## config.mk

```make
export PLATFORM = sky130hd
export DESIGN_NAME = fetch_unit
export DESIGN_NICKNAME = d
export VERILOG_FILES = /design/src/rtl/fetch_unit.sv
export SDC_FILE = /design/constraint.sdc
export NUM_CORES = 1
export LEC_CHECK = 0
export ABC_AREA = 1
export CAP_MARGIN = 5
export CORE_MARGIN = 4
export CORE_UTILIZATION = 39
export CTS_CLUSTER_SIZE = 10
export DETAILED_ROUTE_END_ITERATION = 12
export HOLD_SLACK_MARGIN = 0.06
export PLACE_DENSITY = 0.85
export SETUP_SLACK_MARGIN = 0.1
export SYNTH_ARGS = -nofsm -noshare
export SYNTH_HDL_FRONTEND = slang
export SYNTH_SLANG_ARGS = --single-unit
```

## constraint.sdc

```tcl
create_clock -name i_clk -period 1.2 [get_ports i_clk]
set_clock_uncertainty 0.15 [all_clocks]
set_input_delay 0.24 -clock i_clk [delete_from_list [all_inputs] [get_ports i_clk]]
set_output_delay 0.24 -clock i_clk [all_outputs]
set_load 0.02 [all_outputs]
```

## src/rtl/fetch_unit.sv

```systemverilog
// Instruction fetch sequencer: holds the PC, reads one opcode byte per instruction, presents it to control_unit.
// Latency: 3 cycles from reset release or from an accepted i_next_instr to a valid opcode (FETCH, WAIT, capture).
// Backpressure: the opcode is held with valid until i_next_instr is seen in EXEC; requests elsewhere are dropped.
module fetch_unit #(
  parameter int                ADDR_W      = 8,
  parameter logic [ADDR_W-1:0] RESET_PC    = '0,
  parameter logic [7:0]        HALT_OPCODE = 8'hFF
) (
  input  logic              i_clk,
  input  logic              i_rstn,
  input  logic              i_next_instr,
  input  logic              i_pc_load,
  input  logic [ADDR_W-1:0] i_pc_value,
  output logic [ADDR_W-1:0] o_mem_addr,
  output logic              o_mem_rd,
  input  logic [7:0]        i_mem_data,
  output logic [7:0]        o_opcode,
  output logic              o_opcode_valid,
  output logic [ADDR_W-1:0] o_pc,
  output logic              o_halted
);

  typedef enum logic [2:0] {
    S_IDLE  = 3'd0,
    S_FETCH = 3'd1,
    S_WAIT  = 3'd2,
    S_EXEC  = 3'd3,
    S_HALT  = 3'd4
  } state_t;

  state_t            r_state;
  logic [ADDR_W-1:0] r_pc;
  logic [7:0]        r_opcode;
  logic              r_opcode_valid;
  logic              r_halted;

  // The byte returned by memory during WAIT is the one that decides halt vs. execute.
  logic              w_is_halt;
  assign w_is_halt = (i_mem_data == HALT_OPCODE);

  // Sequencer: state, PC, instruction register and its valid/halt flags all advance together.
  always_ff @(posedge i_clk or negedge i_rstn) begin
    if (!i_rstn) begin
      r_state        <= S_IDLE;
      r_pc           <= RESET_PC;
      r_opcode       <= 8'h00;
      r_opcode_valid <= 1'b0;
      r_halted       <= 1'b0;
    end else begin
      case (r_state)
        S_IDLE: begin
          r_state <= S_FETCH;
        end
        S_FETCH: begin
          // Read strobe is out this cycle; data arrives for sampling at the end of WAIT.
          r_state <= S_WAIT;
        end
        S_WAIT: begin
          r_opcode       <= i_mem_data;
          r_pc           <= r_pc + 1'b1;
          r_opcode_valid <= 1'b1;
          if (w_is_halt) begin
            r_halted <= 1'b1;
            r_state  <= S_HALT;
          end else begin
            r_state <= S_EXEC;
          end
        end
        S_EXEC: begin
          // A jump is only honoured alongside completion; a lone i_pc_load is dropped.
          if (i_next_instr) begin
            r_opcode_valid <= 1'b0;
            r_state        <= S_FETCH;
            if (i_pc_load) begin
              r_pc <= i_pc_value;
            end
          end
        end
        S_HALT: begin
          // Terminal: the halt opcode stays presented with valid until reset.
          r_state <= S_HALT;
        end
        default: begin
          r_state <= S_IDLE;
        end
      endcase
    end
  end

  // Memory interface is decoded from state so the read goes out in the FETCH cycle itself.
  assign o_mem_rd       = (r_state == S_FETCH);
  assign o_mem_addr     = r_pc;
  assign o_pc           = r_pc;
  assign o_opcode       = r_opcode;
  assign o_opcode_valid = r_opcode_valid;
  assign o_halted       = r_halted;

endmodule

```

==> out/qor.txt <==
Outcome - complete, but fails checks
Failing checks - negative setup slack
Clock-pin slew on the worst setup and hold paths - 0.13 ns
Layout cells sized above 1 - 45.2%
Register bit total from synthesis - 21
CTS tree - built
Fin cells - 285
Largest cells by area after synthesis - dfrtp_1 (42%), nand2_1 (17%), nand3_1 (6.0%)
Gr usage total - 17.7%
Final setup margin - -0.324 ns
CTS Sinks - 21
Top Usage Layer GRT - met2
Sequential power share - 22.2%
Psw - 2.71 mW
Grt met1 use - 20.0%
Layout area overhead - 78.3%
Most common cell in the netlist - nand2_1
H-tree lvl count - 1
Placed Cells incl. Taps - 264
M3 GR Usage - 5.89%
CP Launch Type - flip-flop
Post-synth EDFFs - 0
Critical path class - reg2out
Post-DP HPWL - 2.40 mm
Slew Limit Fails - 0
Fin crit share - 127%
Sw frac - 43.8%
Synth Cell Area - 1240 sq um
Synth cell types - 29
RSZ-0062 raised after global routing - true
Worst slew margin - 76.3%
CORE AREA - 3050 sq um
Power share of the clock group - 5.9%
Die Ht - 64.5 microns
Fin. Hold Viols - 0
Area of placed instances - 1950 sq um
Final setup violation count - 48
Mapped Cells - 157
Final nets - 263
DRT Pass-1 Iters - 4
Root Driver - clkbuf_4
R2r worst-path depth - 8
Rows - 20
Number of port buffers - 46
Vias - 1329
Post-synthesis sequential area ratio - 42.2%
GR Overflow Total - 0
Vias per inst - 4.66
Fin crit period - 1.52 ns
CP max FO - 2
RR Startpoint - r_state[1]
Crit-path max cell delay - 0.42 ns
Clock latency on the worst-skew pair - 0.31 ns
CP Depth - 3
GR Layer Usage met2 - 32.1%
Area share of the largest cell type after synthesis - 42.2%
Initial drt markers - 17
Cell Chain, Critical Path - inv_4, nor3_4, buf_6
CTS Buffer Depth - 2
Fmax - 656 MHz
N_diodes - 0
Post-Layout Inst Area - 2220 sq um
Yosys warning count - 0
CTS buffer count - 3
Maximum vdd ir drop - 0.00158 V
Initial core utilization - 40.8%
Largest net degree at the start of global routing - 22
Synth Area per Inst - 7.93 sq um
Maxcap violations - 0
Routed WL - 3.55 mm
Largest area contributor in the netlist - dfrtp_1
CP Capture Type - primary output
First-pass GRT wire length - 5.78 mm
Die width - 64.5 microns
Initial antenna violation count - 0
Largest delay share family, worst path - flip-flops
Required time of the worst setup path - 0.81 ns
Fill count - 235
Worst R2R End - o_mem_addr[1]
Leakage - 1.09 nW
Post-Syn Nets - 178
Power Density - 2780 nW/um^2
Async S/R FF share, synth - 100%
CP arrival - 1.13 ns
Post-DRT Antenna Nets - 0
WL per Instance - 12.5 microns
Hold Slack - 0.102 ns
Logic pwr share - 71.9%
Dpl ws - -0.396 ns
Flop-to-flop setup slack - -0.26 ns
Min-Delay Path Class - in2async
Worst slew pin tran - 0.353 ns
IO Pins - 47
Most frequent cells after synthesis - nand2_1 (56), dfrtp_1 (21), nand3_1 (15)
Vias in the first global route - 1314
Buf/Inv on CP - 2
Top_reg_cell synth - dfrtp_1
RePlAce Congestion - 0.836
Drt drc - 0
Int Pwr - 3.46 mW
Slowest CP cell - dfrtp_2
Die area - 4160 sq um
-- sequential cells by signal, indices dropped and copies added, names as in the netlist --
register        cells
r_state             3
o_halted            1
o_mem_addr          8
o_opcode            8
o_opcode_valid      1
-- through the flow --
stage / power [mW] / TNS, ns / util (%)
floorplan: 3.51 / -0.550 / -
global placement: 4.97 / -8.85 / 63.9
detailed placement: 5.06 / -9.36 / 63.9
CTS: 5.78 / -6.65 / 68.7
global route: 6.64 / -9.16 / 72.7
finish: 6.17 / -6.94 / 72.7
-- what timing repair did --
action | CTS | global route
endpoints found under the setup margin | 48 | 48
hold buffers | 0 | 0
pin swaps | 3 | 0
hold endpoints to repair | 0 | 0
cloned | 1 | 0
resized for setup | 164 | 18
setup buffers | 8 | 8
-- per-layer routing --
layer / share of wire, % / up-vias
li1: - / 662
met1: 38 / 621
met2: 53 / 44
met3: 8.6 / 2
met4: 0.39 / 0
met5: 0 / -
-- cell families (layout without fill, tap and decap cells) --
logic type,count (synthesis),count (layout),synth area share (%)
buf+inv,27,110,12.0
simple gates,93,94,36.4
fa+ha+maj,1,1,1.00
flops,21,21,42.2
compound gates,15,15,8.44
-- worst max-delay path by stage --
stage,from,endpoint
6_report,r_state[0],o_mem_rd
4_1_cts,r_state[0],o_mem_rd
5_1_grt,r_state[0],o_mem_rd
3_5_place_dp,r_state[0],o_mem_rd
2_1_floorplan,o_mem_addr[1],o_mem_addr[2]
3_3_place_gp,r_state[0],o_mem_rd
-- cell type report --
class	count	area, sq um	share of cell area (%)
sequential	21	536	24.1
tap	44	55.1	2.48
inverter	17	76.3	3.44
multi-input combinational	110	647	29.1
timing repair buffer	89	880	39.6
clock buffer	4	26.3	1.18
-- power by group through the flow --
| stage | Clock, mW | Sequential, mW | Combinational, mW |
|---|---|---|---|
| 2_1_floorplan | 0 | 1.75 | 1.76 |
| 4_1_cts | 0.366 | 1.34 | 4.08 |
| 5_1_grt | 0.403 | 1.41 | 4.83 |
| 3_3_place_gp | 0 | 1.29 | 3.68 |
| 3_5_place_dp | 0 | 1.31 | 3.75 |
| 6_report | 0.367 | 1.37 | 4.44 |
-- cells in the final DEF (no fill, tap or decap), types with 5 or more instances in the layout --
cell             instances
dfrtp_1                 13
buf_4                   32
nor2_1                   6
dfrtp_2                  8
buf_6                   35
o21ai_2                  5
clkdlybuf4s50_1         19
nand2_1                 54
inv_1                   13
nand3_1                 13
(Power assumes the default switching activity.)
